### src/rtl/pipe_stage_buf.sv
// Pipeline stage buffer: one instruction plus decoded controls, valid/ready handshake
// with a 2-entry skid buffer. Define PIPE_STAGE_BUF_STATS_EN to add stall/flush counters.
//   state | meaning
//   EMPTY | no valid entries
//   ONE   | main slot valid, drives outputs
//   FULL  | main and skid slots valid, in_ready low
module pipe_stage_buf #(
  parameter int                 INSTR_W     = 16,
  parameter int                 BRANCH_OP_W = 2,
  parameter int                 ALU_OP_W    = 4,
  parameter logic [INSTR_W-1:0] NOP_INSTR   = '0
) (
  input  logic                   clk,
  input  logic                   rst_n,
  input  logic                   flush,
  input  logic                   in_valid,
  output logic                   in_ready,
  input  logic [INSTR_W-1:0]     instr_in,
  input  logic [BRANCH_OP_W-1:0] branch_op_in,
  input  logic [ALU_OP_W-1:0]    alu_op_in,
  input  logic                   mux3_sel_in,
  input  logic                   r0_write_in,
  input  logic                   reg_write_in,
  input  logic                   w_enable_in,
  output logic                   out_valid,
  input  logic                   out_ready,
  output logic [INSTR_W-1:0]     instr_out,
  output logic [BRANCH_OP_W-1:0] branch_op_out,
  output logic [ALU_OP_W-1:0]    alu_op_out,
  output logic                   mux3_sel_out,
  output logic                   r0_write_out,
  output logic                   reg_write_out,
  output logic                   w_enable_out
`ifdef PIPE_STAGE_BUF_STATS_EN
  ,
  output logic [15:0]            stall_cnt,
  output logic [15:0]            flush_cnt
`endif
);

  localparam int PW = INSTR_W + BRANCH_OP_W + ALU_OP_W + 4;

  typedef enum logic [1:0] {EMPTY, ONE, FULL} state_t;

  state_t        state, state_nxt;
  logic [PW-1:0] main_q, skid_q, payload_in;
  logic          ld_main, ld_skid, main_from_skid;
  logic          main_valid, skid_valid, accept, drain;

  logic [INSTR_W-1:0]     main_instr;
  logic [BRANCH_OP_W-1:0] main_branch_op;
  logic [ALU_OP_W-1:0]    main_alu_op;
  logic                   main_mux3, main_r0w, main_rw, main_we;

  assign payload_in = {instr_in, branch_op_in, alu_op_in,
                       mux3_sel_in, r0_write_in, reg_write_in, w_enable_in};
  assign {main_instr, main_branch_op, main_alu_op,
          main_mux3, main_r0w, main_rw, main_we} = main_q;

  assign main_valid = (state != EMPTY);
  assign skid_valid = (state == FULL);
  assign accept     = in_valid && in_ready;
  assign drain      = main_valid && out_ready;

  always_ff @(posedge clk or negedge rst_n) begin
    if (!rst_n) begin
      state    <= EMPTY;
      in_ready <= 1'b0;
      main_q   <= '0;
      skid_q   <= '0;
    end else begin
      state    <= state_nxt;
      in_ready <= (state_nxt != FULL);
      if (ld_main)             main_q <= payload_in;
      else if (main_from_skid) main_q <= skid_q;
      if (ld_skid)             skid_q <= payload_in;
    end
  end

  always_comb begin
    state_nxt      = state;
    ld_main        = 1'b0;
    ld_skid        = 1'b0;
    main_from_skid = 1'b0;
    unique case (state)
      EMPTY: if (accept) begin
        state_nxt = ONE;
        ld_main   = 1'b1;
      end
      ONE: begin
        if (accept && drain) begin
          ld_main = 1'b1;
        end else if (accept) begin
          state_nxt = FULL;
          ld_skid   = 1'b1;
        end else if (drain) begin
          state_nxt = EMPTY;
        end
      end
      FULL: if (drain) begin
        state_nxt      = ONE;
        main_from_skid = 1'b1;
      end
      default: state_nxt = EMPTY;
    endcase
    // Squash wins over everything, including a same-cycle accept.
    if (flush) begin
      state_nxt      = EMPTY;
      ld_main        = 1'b0;
      ld_skid        = 1'b0;
      main_from_skid = 1'b0;
    end
  end

  // Empty slots present a NOP with all write enables masked.
  assign out_valid     = main_valid;
  assign instr_out     = main_valid ? main_instr : NOP_INSTR;
  assign branch_op_out = main_branch_op;
  assign alu_op_out    = main_alu_op;
  assign mux3_sel_out  = main_mux3;
  assign r0_write_out  = main_valid && main_r0w;
  assign reg_write_out = main_valid && main_rw;
  assign w_enable_out  = main_valid && main_we;

`ifdef PIPE_STAGE_BUF_STATS_EN
  always_ff @(posedge clk or negedge rst_n) begin
    if (!rst_n) begin
      stall_cnt <= '0;
      flush_cnt <= '0;
    end else begin
      if (main_valid && !out_ready && stall_cnt != 16'hFFFF) stall_cnt <= stall_cnt + 16'd1;
      if (flush && flush_cnt != 16'hFFFF) flush_cnt <= flush_cnt + 16'd1;
    end
  end
`endif

endmodule

### config.mk
export PLATFORM = sky130hd
export DESIGN_NAME = pipe_stage_buf
export DESIGN_NICKNAME = d
export VERILOG_FILES = /design/src/rtl/pipe_stage_buf.sv
export SDC_FILE = /design/constraint.sdc
export NUM_CORES = 1
export LEC_CHECK = 0
export BUFFER_PORTS_ARGS = -buffer_cell sky130_fd_sc_hd__buf_2
export CAP_MARGIN = 20
export CORE_MARGIN = 4
export CORE_UTILIZATION = 35
export CTS_CLUSTER_SIZE = 10
export DETAILED_ROUTE_END_ITERATION = 6
export GPL_TIMING_DRIVEN = 0
export SLEW_MARGIN = 20
export SYNTH_ARGS = -nofsm -noshare
export SYNTH_HDL_FRONTEND = slang
export SYNTH_SLANG_ARGS = --single-unit
### constraint.sdc
create_clock -name clk -period 2 [get_ports clk]
set_input_delay 0.1 -clock clk [delete_from_list [all_inputs] [get_ports clk]]
set_output_delay 0.1 -clock clk [all_outputs]
set_load 0.02 [all_outputs]
After elaboration in Yosys (flattened, before gate mapping)
Index checks and enable logic that the tools add are counted.

Memories: 0. Word-level logic and storage cells: 36. Latch bits: 0. Output and inout port bits: 28. Register bits: 55. Bits of input ports: 31. Bits in writable memories: 0. ROM bits: 0.

Add/subtract/negate cells: 0. Bitwise gates (word level): 0. Equality and inequality tests: 3. Magnitude comparators: 0. Reduce and logical (&&, ||, !) cells: 9. Divide/modulo/power cells: 0. Shift operators: 0. Multipliers: 0. Multiplexer cells: 20.

Operators with widths (number): $mux W26 (2); $mux W16 (1); $mux W2 (6); $mux W1 (9); $logic_and A1 B1 Y1 (6); $pmux W2 S3 (1); $reduce_bool A2 Y1 (2); $eq A2 B1 Y1 const B (1); $eq A2 B2 Y1 const B (1); $logic_not A2 Y1 (1); $ne A2 B2 Y1 const B (1); $pmux W1 S2 (1).

Depth between registers and ports, before layout
Depth in word-level cells: 8. Gate-level depth with buffers: 5. Depth with buffers taken out: 3.

Worst setup path after synthesis
No wires, ideal clock.

Path kind: flip-flop to flip-flop. From: register in_ready. To: register main_q[6]. Arrival time: 1.409 ns. Clock period less this slack: 1.535 ns. Data required time: 1.874 ns. Buffers on the path: 2. Library setup time: 0.126 ns. Setup slack: 0.465 ns. Cell stages (with the launch flop): 6. Path through: dfrtp_1 and4bb_4 and2_4 buf_6 buf_6 a221o_1.

Cells in the longest elaborated chain, start to end: 6. Elaborated cells on any way between the ends: 8. Classes of those cells: mux: 5; reduce/logical: 3.

RTL lines: start: declaration (line 17) `output logic in_ready,`; start signal: assignment (line 73) `in_ready <= (state_nxt != FULL);`; $logic_and A1 B1 Y1 (*) (line 62) `assign accept = in_valid && in_ready;`; $logic_and A1 B1 Y1 (line 91) `if (accept && drain) begin`; $mux W1 (line 91); $pmux W1 S2 (*) (line 85) `unique case (state)`; $mux W1 (*) (line 107) `if (flush) begin`; $mux W26 or $reduce_bool A2 Y1 (tied branches); end signal: assignment (line 74) `if (ld_main) main_q <= payload_in;`; end signal: assignment (line 75) `else if (main_from_skid) main_q <= skid_q;`; end: declaration (line 46) `logic [PW-1:0] main_q, skid_q, payload_in;`.

Mark *: on every way between the ends. The rest lies on a longest branch, timed or not. A chain may end at the register's enable or synchronous reset.

Worst setup path after layout
From: register state[1]. To: output port instr_out[15].

Cells in the longest elaborated chain, start to end: 2.

RTL lines: start: declaration (line 45) `state_t state, state_nxt;`; start signal: assignment (line 72) `state <= state_nxt;`; $reduce_bool A2 Y1 (line 60) `assign main_valid = (state != EMPTY);`; $mux W16 (line 117) `assign instr_out = main_valid ? main_instr : NOP_INSTR;`; end: declaration (line 27) `output logic [INSTR_W-1:0] instr_out,`.

Every way passes these cells.

==> impl_metrics.toml <==
[timing]
period_share_pct = 86.2
grt_setup_unrepaired = "false"
worst_clock_skew_ns = 0.00977
max_clock_freq_mhz = 580
worst_slew_margin_rel_pct = 54.9
totalNegativeSetupSlack_ns = 0
number_of_failing_setup_endpoints_in_the_final_timing_report = 0
timing_worst_slew_pin_value_ns = 0.676
finalHoldViolCount = 0
period_minus_slack_ns = 1.72
final_max_slew_viol_count = 0

[floorplanning]
die_x_um = 92.0
placementRows = 30
floorplan.initialDensity_pct = 36.2
design.portCount = 59
chipHeight_um = 92.0
coreArea_um2 = 6830
design.die.area_um2 = 8470

[critical_path]
critPathArrivalTime_ns = 1.62
worstSetupPathType = "reg -> out"
cp_max_fo = 10
timing.critical_path.to_type = "primary output"
slowest_cell_on_the_critical_path = "dfrtp_1"
worst_path_cell_chain = "nor2_1 -> clkbuf_1 -> nor2b_1 -> buf_2"
crit_path_max_incr_delay_ns = 0.44
critPathLaunchType = "flop"
worst_ep_required_time_ns = 1.90

[layout]
post-route-cell-area_um2 = 3000
post_route_cells_drive_above_1_share_pct = 43.0
utilization_pct = 43.8
layout_stage_area_growth_over_the_synthesis_result_pct = 21.2
antenna-diode-count = 0
finish.net_count = 286
n_fill_cell = 668

[pwr]
max-vdd-ir-drop_mv = 0.367
p_leak_uw = 0.00144
power.density_nw_per_um2 = 904

[drt]
detail_route.wl_per_cell_um = 14.7
drc = 0
vias = 1678
number_of_vias_per_cell = 4.77
drt_pre_antenna_iters = 4
ant_nets = 0
routed_wirelength_um = 5160
drt-initial-drc-count = 41

[grt]
globalRouteOverflowTotal = 0
grt_start_max_net_pins = 56
grt_pass1_wl_um = 8820
antenna_found_initial = 0
global_route.usage.total_pct = 13.1
number_of_global_route_vias_before_repair = 1755

[clock_network]
clk_transition_reported_paths_ns = 0.11
cts_bufs_inserted = 5
cts_root_buf = "clkbuf_8"
clock_path_buffers = 2
numClockSinks = 55
cts_hold_buf = 2
postCtsSetupBuffers = 0
clock_tree_from_tritoncts = "built"
clk_latency_ns = 0.31
cts.htree.levels = 2
post_cts.resized_instances = 0

[logic_synthesis]
summed_instance_area_of_the_synthesized_netlist_um2 = 2470
synth_seq_area_share_pct = 55.7
synthesis.area_per_instance_um2 = 13.1
synth_largest_type_area_fraction_pct = 55.7
synthDominantAreaCellType = "dfrtp_1"
synth_fp_nets = 219
synth.yosys.warnings = 0
netlist_instances = 188
netlist_top_cells_area = "dfrtp_1, mux2_2, a221o_1, and2_1, nor2b_1"
synthDistinctLibCells = 23
ys_ff_latch = 55

[place]
dpl_cell_area_um2 = 2880
hpwl_um = 3490
port_buffers = 58
globalplace.congestion = 0.710

[outcome]
status = "complete, no violations"

[worst_hold_path]
hp-class = "in -> reg"

[flow_run]
cap_viol_max_count = 0
[cell usage after synthesis]
cell type / instances
mux2_2: 26
nor2b_1: 20
and4bb_1: 1
nand2b_1: 1
dfrtp_1: 55
a211oi_1: 1
and4bb_4: 1
nor2_1: 2
nand2_1: 1
and2_1: 26
and3_1: 1
a221o_1: 26
a21oi_2: 1
o21ai_0: 2
nor4b_1: 1
buf_6: 5
buf_4: 8
clkbuf_1: 4
o21a_1: 1
nand2_2: 1
inv_1: 2
buf_2: 1
and2_4: 1
[layout by cell type (no fill, tap or decap), types with 4 or more instances in the layout]
master and n:
a221o_1 26, clkbuf_1 4, mux2_2 26, nor2b_1 20
buf_6 5, buf_4 9, clkbuf_8 5, and2_1 26
dfrtp_1 55, buf_2 58
[stage by stage]
stage	power (uW)	instances	setup slack [ns]	hold slack, ns
after CTS	2750	352	0.228	0.0105
after global placement	2070	342	0.343	0.317
after detailed placement	2100	342	0.314	0.198
after floorplan	1890	188	0.465	-0.196
final	2710	352	0.276	0.0224
after global routing	2880	352	0.0350	0.00783
[state kept, by name (all words and copies together), names as in the netlist]
name / count
skid_q: 26
state: 2
in_ready: 1
main_q: 26
[per-layer routing]
layer / global-route usage [%] / vias to the layer above / wire [um]
met3: 3.86 / 8 / 313
met5: 0 / - / 0
met2: 20.9 / 47 / 2420
met4: 3.71 / 0 / 64
li1: - / 804 / -
met1: 17.4 / 819 / 2370
[power by group]
part           leakage, uW  total, uW  internal, uW  switching (uW)
combinational     0.000718        593           331             262
sequential        0.000678       1470          1360             112
clock            0.0000489        644           255             389
[final cells by class]
cell class                 count  area, um2  area share, %
timing repair buffer          60        313           10.4
buffer                        18        136           4.55
multi-input combinational    113        951           31.7
sequential                    55       1380           45.9
clock buffer                   5       68.8           2.30
tap                           96        120           4.01
inverter                       2       7.51          0.251
clock inverter                 3       22.5          0.752
[cell families after synthesis]
group | synth area share, %
AO/OA/AOI/OAI | 11.9
buffers and inverters | 5.82
flip-flops | 55.7
multiplexers | 11.8
AND/OR/NAND/NOR | 14.7
[final timing paths]
path                              start            end  slack [ns]  cells after the start
max                            state[1]  instr_out[15]        0.28                      4
min                        instr_in[10]     main_q[20]        0.02                      2
max reg2reg                    state[1]     main_q[22]        0.32                      5
min reg2reg                  skid_q[22]     skid_q[22]        0.51                      1
max in group asynchronous         rst_n     skid_q[23]        1.20                      2
min in group asynchronous         rst_n     skid_q[19]        0.36                      2
[critical path, delay by kind of cell, from the launching register on]
kind	cells	cell delay, ns
simple gates	2	0.26
buf+inv	2	0.61
flops	1	0.44
(Power assumes the default switching activity.)
